--- config.mk ---
export PLATFORM = sky130hd
export DESIGN_NAME = crossing_phase_timer
export DESIGN_NICKNAME = d
export VERILOG_FILES = /design/src/rtl/crossing_pkg.sv /design/src/rtl/crossing_phase_timer_tick_prescaler.sv /design/src/rtl/crossing_phase_timer.sv
export SDC_FILE = /design/constraint.sdc
export NUM_CORES = 1
export LEC_CHECK = 0
export ABC_CLOCK_PERIOD_IN_PS = 4600
export BUFFER_PORTS_ARGS = -buffer_cell sky130_fd_sc_hd__buf_2
export CORE_MARGIN = 2
export CORE_UTILIZATION = 50
export CTS_BUF_LIST = sky130_fd_sc_hd__clkbuf_8
export DETAILED_ROUTE_END_ITERATION = 16
export PLACE_DENSITY = 0.7
export SYNTH_ARGS = -nofsm -noshare
export SYNTH_HDL_FRONTEND = slang
export SYNTH_SLANG_ARGS = --single-unit
--- constraint.sdc ---
create_clock -name clk -period 4.6 [get_ports clk]
set_clock_uncertainty 0.1 [all_clocks]
set_input_delay 0.46 -clock clk [delete_from_list [all_inputs] [get_ports clk]]
set_output_delay 0.46 -clock clk [all_outputs]
set_load 0.02 [all_outputs]
--- src/rtl/crossing_pkg.sv ---
// Shared types and constants for the pedestrian crossing phase timer.
package crossing_pkg;

   typedef enum logic [1:0] {
      WAIT_TR = 2'd0,
      RUN     = 2'd1,
      HOLD    = 2'd2
   } phase_state_t;

   localparam logic [1:0] MULT_HOLD = 2'd0;
   localparam logic [1:0] MULT_MAX  = 2'd3;

   // Wide enough to hold the largest target (MULT_MAX * base_ticks) untruncated.
   function automatic int tick_cnt_width(input int base_ticks);
      return $clog2(int'(MULT_MAX) * base_ticks + 1);
   endfunction

endpackage

--- src/rtl/crossing_phase_timer_tick_prescaler.sv ---
// Divides clk into one-cycle ticks every TICK_DIV cycles while enabled.
module tick_prescaler #(
   parameter int TICK_DIV = 4
) (
   input  logic clk,
   input  logic reset,
   input  logic clear,
   input  logic enable,
   output logic tick
);

   localparam int PW = $clog2(TICK_DIV);
   localparam logic [PW-1:0] LAST = PW'(TICK_DIV - 1);

   logic [PW-1:0] cnt;

   // A clear on the same edge restarts the phase, so no tick leaks out.
   assign tick = enable && !clear && (cnt == LAST);

   always_ff @(posedge clk) begin
      if (reset || clear)
         cnt <= '0;
      else if (enable)
         cnt <= tick ? '0 : cnt + PW'(1);
   end

endmodule

--- src/rtl/crossing_phase_timer.sv ---
// Phase timer and request latch sequencing the crossing control unit:
// timed RUN phases, and HOLD phases released by a latched pedestrian call.
module crossing_phase_timer
   import crossing_pkg::*;
#(
   parameter int TICK_DIV   = 4,
   parameter int BASE_TICKS = 5,
   parameter int MIN_TICKS  = 3
) (
   input  logic       clk,
   input  logic       reset,
   input  logic       tr,
   input  logic [1:0] multiplier,
   input  logic       request,
   output logic       proceed,
   output logic       request_pending,
   output logic       busy
);

   localparam int CW = tick_cnt_width(BASE_TICKS);
   localparam logic [CW-1:0] MIN_CNT = CW'(MIN_TICKS);

   phase_state_t  state, state_nxt;
   logic [CW-1:0] tick_cnt, target;
   logic          tick, run_done, hold_done, proceed_nxt, hold_fire;

   tick_prescaler #(.TICK_DIV(TICK_DIV)) u_prescaler (
      .clk    (clk),
      .reset  (reset),
      .clear  (tr),
      .enable (busy),
      .tick   (tick)
   );

   assign run_done  = tick && (tick_cnt + CW'(1) == target);
   // The minimum counts as met on the very tick that reaches it.
   assign hold_done = request_pending &&
                      ((tick_cnt == MIN_CNT) || (tick && (tick_cnt + CW'(1) == MIN_CNT)));

   always_ff @(posedge clk) begin
      if (reset)
         state <= WAIT_TR;
      else
         state <= state_nxt;
   end

   always_comb begin
      state_nxt = state;
      if (tr)
         state_nxt = (multiplier != MULT_HOLD) ? RUN : HOLD;
      else begin
         case (state)
            RUN:     if (run_done)  state_nxt = WAIT_TR;
            HOLD:    if (hold_done) state_nxt = WAIT_TR;
            default: state_nxt = state;
         endcase
      end
   end

   always_comb begin
      busy        = (state != WAIT_TR);
      hold_fire   = !tr && (state == HOLD) && hold_done;
      proceed_nxt = hold_fire || (!tr && (state == RUN) && run_done);
   end

   always_ff @(posedge clk) begin
      if (reset) begin
         proceed  <= 1'b0;
         tick_cnt <= '0;
         target   <= '0;
      end else begin
         proceed <= proceed_nxt;
         if (tr) begin
            tick_cnt <= '0;
            target   <= CW'(multiplier) * CW'(BASE_TICKS);
         end else if (tick) begin
            if (state == RUN || tick_cnt != MIN_CNT)
               tick_cnt <= tick_cnt + CW'(1);
         end
      end
   end

   // A new call on the clearing edge wins over the clear.
   always_ff @(posedge clk) begin
      if (reset)
         request_pending <= 1'b0;
      else if (request)
         request_pending <= 1'b1;
      else if (hold_fire)
         request_pending <= 1'b0;
   end

endmodule

Yosys cells after proc, flatten, opt, wreduce, memory -nomap -nowiden
Cells that the tools add are included.
{"block": "op_classes", "n_eq_ne": 9, "muxes": 8, "n_mul": 1, "n_reduce_logical": 21, "add_sub_neg": 2}
{"cell": "$mux W2", "count": 5}
{"cell": "$logic_and A1 B1 Y1", "count": 9}
{"cell": "$eq A4 B2 Y1 const B", "count": 2}
{"cell": "$ne A3 B3 Y1 const B", "count": 2}
{"cell": "$reduce_bool A2 Y1", "count": 3}
{"cell": "$add A4 B1 Y4 const B", "count": 1}
{"cell": "$eq A2 B2 Y1 const B", "count": 2}
{"cell": "$eq A4 B4 Y1", "count": 1}
{"cell": "$logic_or A1 B1 Y1", "count": 4}
{"cell": "$mul A2 B3 Y4 const B", "count": 1}
{"cell": "$ne A4 B2 Y1 const B", "count": 1}
{"cell": "$pmux W2 S2", "count": 1}
{"cell": "$reduce_and A3 Y1", "count": 1}
{"cell": "$reduce_bool A3 Y1", "count": 1}
{"cell": "$add A2 B1 Y2 const B", "count": 1}
{"cell": "$eq A2 B1 Y1 const B", "count": 1}
{"cell": "$mux W1", "count": 2}
{"cell": "$reduce_and A2 Y1", "count": 1}
{"cell": "$reduce_or A2 Y1", "count": 1}
{"cell": "$logic_not A1 Y1", "count": 1}
{"block": "word_totals", "reg_bits": 14, "out_inout_bits": 3, "in_bits": 6}

Logic depth before layout (Yosys ltp)
{"block": "depth", "word_depth": 9, "ltp_mapped": 6, "mapped_depth_nobuf": 6}

Cells and area by module
A second synthesis with hierarchy kept.
{"block": "hier_totals", "hier_cells": 74, "area_unflattened_um2": 659.4}
{"module": "crossing_phase_timer", "cells_each": 65, "area_each_um2": 555.5, "seq_area_each_um2": 200.2, "instances": 1}
{"module": "tick_prescaler", "cells_each": 9, "area_each_um2": 103.8, "seq_area_each_um2": 40.0, "instances": 1}

Worst setup path before layout
OpenSTA, ideal clock, no wires.
{"block": "synth_path", "kind": "reg2reg", "start": "register tick_cnt[0]", "end": "register state[0]", "path_stages_with_launch": 7, "t_arrival_ps": 1539, "synth_period_minus_slack_ps": 1756, "setup_slack_ps": 2844, "t_required_ps": 4383, "setup_time_ps": 117, "cell_sequence": "dfxtp_1 > inv_1 > ha_1 > or3b_4 > a21oi_2 > o211ai_2 > o2bb2ai_1"}
{"block": "synth_via", "elab_chain_len": 7, "word_cells_on_any_way": 11, "cone_classes": "add/sub (1); eq/ne (5); reduce/logical (5)"}
{"element": "start: declaration", "line": "crossing_phase_timer.sv:24", "rtl": "logic [CW-1:0] tick_cnt, target;"}
{"element": "start signal: assignment", "line": "crossing_phase_timer.sv:78", "rtl": "tick_cnt <= tick_cnt + CW'(1);"}
{"element": "$add A4 B1 Y4", "line": "crossing_phase_timer.sv:35, crossing_phase_timer.sv:38"}
{"element": "$eq A4 B2 Y1", "line": "crossing_phase_timer.sv:38", "rtl": "((tick_cnt == MIN_CNT) || (tick && (tick_cnt + CW'(1) == MIN_CNT)));"}
{"element": "$logic_and A1 B1 Y1", "line": "crossing_phase_timer.sv:38"}
{"element": "$logic_or A1 B1 Y1", "line": "crossing_phase_timer.sv:38"}
{"element": "$logic_and A1 B1 Y1", "line": "crossing_phase_timer.sv:37", "rtl": "assign hold_done = request_pending &&"}
{"element": "$ne A3 B3 Y1 (no source line)"}
{"element": "$reduce_and A3 Y1 (no source line) (*)"}
{"element": "end signal: assignment", "line": "crossing_phase_timer.sv:44", "rtl": "state <= state_nxt;"}
{"element": "end: declaration", "line": "crossing_phase_timer.sv:23", "rtl": "phase_state_t state, state_nxt;"}
Mark *: on every way between the ends. The rest lies on a longest branch, timed or not.
A chain may end at the register's enable or synchronous reset.

Worst setup path after layout
Same ends and word-level chain as after synthesis.

==> flow_metrics.py <==
metrics = {
    "synthesis": {
        "synth_top_area_share_pct": 32.88,
        "synth-main-ff-cell": "dfxtp_1",
        "yosys.area.top_type": "dfxtp_1",
        "syn_area_per_cell_um2": 9.249,
        "ys_seq_area_share_pct": 32.88,
        "netlist_area_um2": 730.7,
        "syn_inst": 79,
        "synthTopCellsByArea": "dfxtp_1 33%, nor2_1 6.2%, mux2i_1 5.5%",
        "synth_common_cells": "12 x dfxtp_1, 12 x nor2_1, 4 x mux2i_1",
        "synth_cell_types": 37,
        "synth_async_sr_flop_share_pct": 0,
        "synth_edf_count": 0,
        "ys_warn_count": 0,
        "syn_nets": 88,
        "ys_seq_elements": 12,
    },
    "detailed_routing": {
        "vias": 576,
        "wl_met1_um": 643,
        "drcViolationCount": 0,
        "dr_wl_met3_um": 45,
        "wire_per_inst_um": 13.09,
        "finalWirelength_um": 1348,
        "drt_iter0_markers": 1,
        "antenna_left": 0,
        "wl_met2_um": 620,
        "highest_layer": "met4",
        "vias_per_cell": 5.592,
        "drt_pass1_iterations": 2,
    },
    "timing": {
        "fin_ws_ns": 2.727,
        "tightestPinTransition_ns": 0.4800,
        "fin_crit_sh_pct": 40.72,
        "max_freq_mhz": 533.9,
        "finalMaxSlewViolations": 0,
        "fin_tns_setup_ns": 0,
        "post-route-min-period_ns": 1.873,
        "setup_viol": 0,
        "holdWs_ns": 0.3400,
        "rsz0062_at_grt": "false",
        "hold_viol": 0,
        "slew-limit-headroom_pct": 67.88,
    },
    "placement": {
        "dp.cells": 99,
        "place.gp.congestion": 0.7421,
        "pre_cts_ws_ns": 2.746,
        "dpl_cell_area_um2": 767.0,
        "hpwlAfterDp_um": 998.4,
        "numPortBuffers": 8,
    },
    "hold_path": {
        "hp-start": "multiplier[0]",
        "hp-class": "input port to flip-flop",
        "hold_depth": 2,
        "whs_endpoint": "state[1]$_SDFFE_PP0P_",
    },
    "cells_and_area": {
        "diodes": 0,
        "design_area_um2": 822.0,
        "finalNonFillerCells": 103,
        "seqCellArea_um2": 240.2,
        "drive_above_1_share_pct": 27.27,
        "area_delta_synth_final_pct": 12.50,
        "multiInputGateArea_um2": 456.7,
        "fillers": 118,
        "fin_nets": 98,
    },
    "floorplanning": {
        "floorplan.initialDensity_pct": 54.78,
        "dieWidth_um": 42.23,
        "die_y_um": 42.23,
        "dieArea_mm2": 0.001783,
        "num_io_pins": 9,
        "core_area_mm2": 0.001334,
        "row_count": 13,
    },
    "cts": {
        "clock_path_buffers": 2,
        "cts_buffers": 3,
        "clk_pin_slew_worst_paths_ns": 0.05,
        "htree_levels": 1,
        "cts_setup_buffers": 0,
        "cts_tree": "done",
        "hold_buffers": 0,
        "clkSinkCount": 12,
        "cts-root-buf": "clkbuf_8",
        "cts-resized-gates": 0,
        "insertion_delay_ns": 0.24,
    },
    "pwr": {
        "vdd_drop_max_mv": 0.2136,
        "pwr-share-comb_pct": 7.9,
        "power.share.clock_pct": 47.1,
        "p_sw_share_pct": 22.08,
        "p_leak_nw": 0.3107,
        "p_int_mw": 0.1914,
        "power.density_mw_per_mm2": 298.8,
        "seqPwrFrac_pct": 45.0,
        "power.switching_mw": 0.05425,
    },
    "outcome": {
        "status": "finished clean",
    },
    "grt": {
        "antenna_found_initial": 0,
        "grt_pass1_wl_um": 2408,
        "grt_start_max_net_pins": 11,
        "grt_pass1_vias": 542,
        "grt_overflow": 0,
        "track_usage_pct": 18.14,
    },
    "critical_path": {
        "cp_max_fo": 8,
        "reg2reg_to": "state[0]$_SDFFE_PP0P_",
        "reg2regPathDepth": 6,
        "critPathKind": "flip-flop to flip-flop",
        "worstPathArrival_ns": 1.91,
        "cp.required_ns": 4.63,
        "timing.rr.start": "tick_cnt[0]$_SDFFE_PP0P_",
        "setup.worst_path.end_class": "flip-flop",
        "crit_path_start_kind": "flip-flop",
        "regToRegSetupSlack_ns": 2.73,
    },
    "run": {
        "drv_cap": 0,
    },
}
==> through the flow <==
step / utilization (%) / total power [mW]
2_1_floorplan: - / 0.1259
3_3_place_gp: 57.50 / 0.1320
3_5_place_dp: 57.50 / 0.1322
4_1_cts: 61.63 / 0.2494
5_1_grt: 61.63 / 0.2560
6_report: 61.63 / 0.2457
==> cell usage in the layout (no fill, tap or decap), types with 2 or more instances in the layout <==
master	n
a211oi_1	2
a21oi_1	3
a21oi_2	2
buf_2	8
clkbuf_8	4
dfxtp_1	12
ha_1	3
inv_1	3
mux2i_1	4
nand2_1	3
nand3b_1	2
nor2_1	12
nor3_1	2
nor3b_1	3
o211ai_2	2
xnor2_1	3
==> layout make-up <==
class,count,share of cell area (%)
inverter,3,1.370
sequential,12,29.22
multi-input combinational,61,55.56
clock buffer,4,6.697
tap,15,2.283
timing repair buffer,8,4.871
==> power by group through the flow <==
stage,sequential [mW],clock (mW),combinational [mW]
after detailed placement,0.113,0,0.0196
after global routing,0.111,0.124,0.0213
final,0.111,0.116,0.0195
after floorplan,0.113,0,0.0133
after global placement,0.113,0,0.0193
after CTS,0.111,0.119,0.0196
==> worst max-delay path: stages, from the launching register on <==
cell       delay (ns)
dfxtp_1          0.44
inv_1            0.07
ha_1             0.35
or3b_4           0.39
a21oi_2          0.16
o211ai_2         0.11
o2bb2ai_1        0.14
==> flip-flops by register name, indices dropped and copies added, names as in the netlist <==
signal	count
tick_cnt	4
u_prescaler.cnt	2
target	2
state	2
request_pending	1
proceed	1
==> worst max path at each step <==
stage                             startpoint  slack [ns]               endpoint  depth (start not counted)
detailed placement  tick_cnt[0]$_SDFFE_PP0P_        2.75  state[0]$_SDFFE_PP0P_                          6
global route        tick_cnt[0]$_SDFFE_PP0P_        2.61  state[0]$_SDFFE_PP0P_                          6
finish              tick_cnt[0]$_SDFFE_PP0P_        2.73  state[0]$_SDFFE_PP0P_                          6
floorplan           tick_cnt[0]$_SDFFE_PP0P_        2.84  state[0]$_SDFFE_PP0P_                          6
CTS                 tick_cnt[0]$_SDFFE_PP0P_        2.71  state[0]$_SDFFE_PP0P_                          6
global placement    tick_cnt[0]$_SDFFE_PP0P_        2.79  state[0]$_SDFFE_PP0P_                          6
==> cell families (layout without fill, tap and decap cells) <==
logic type,count (synthesis),after routing,share of synthesized area (%)
and+or+nand+nor,35,35,30.14
buffers and inverters,6,15,4.623
xor gates and xnor gates,4,4,4.795
AOI/OAI and AO/OA,15,15,16.95
adders and majority gates,3,3,5.138
DFF,12,12,32.88
muxes,4,4,5.480
==> routing by layer <==
metal,vias up,GRT usage [%]
li1,300,-
met1,261,21.93
met2,10,28.92
met3,5,3.879
met4,0,11.25
met5,-,0
Power figures use the tool's default switching activity.
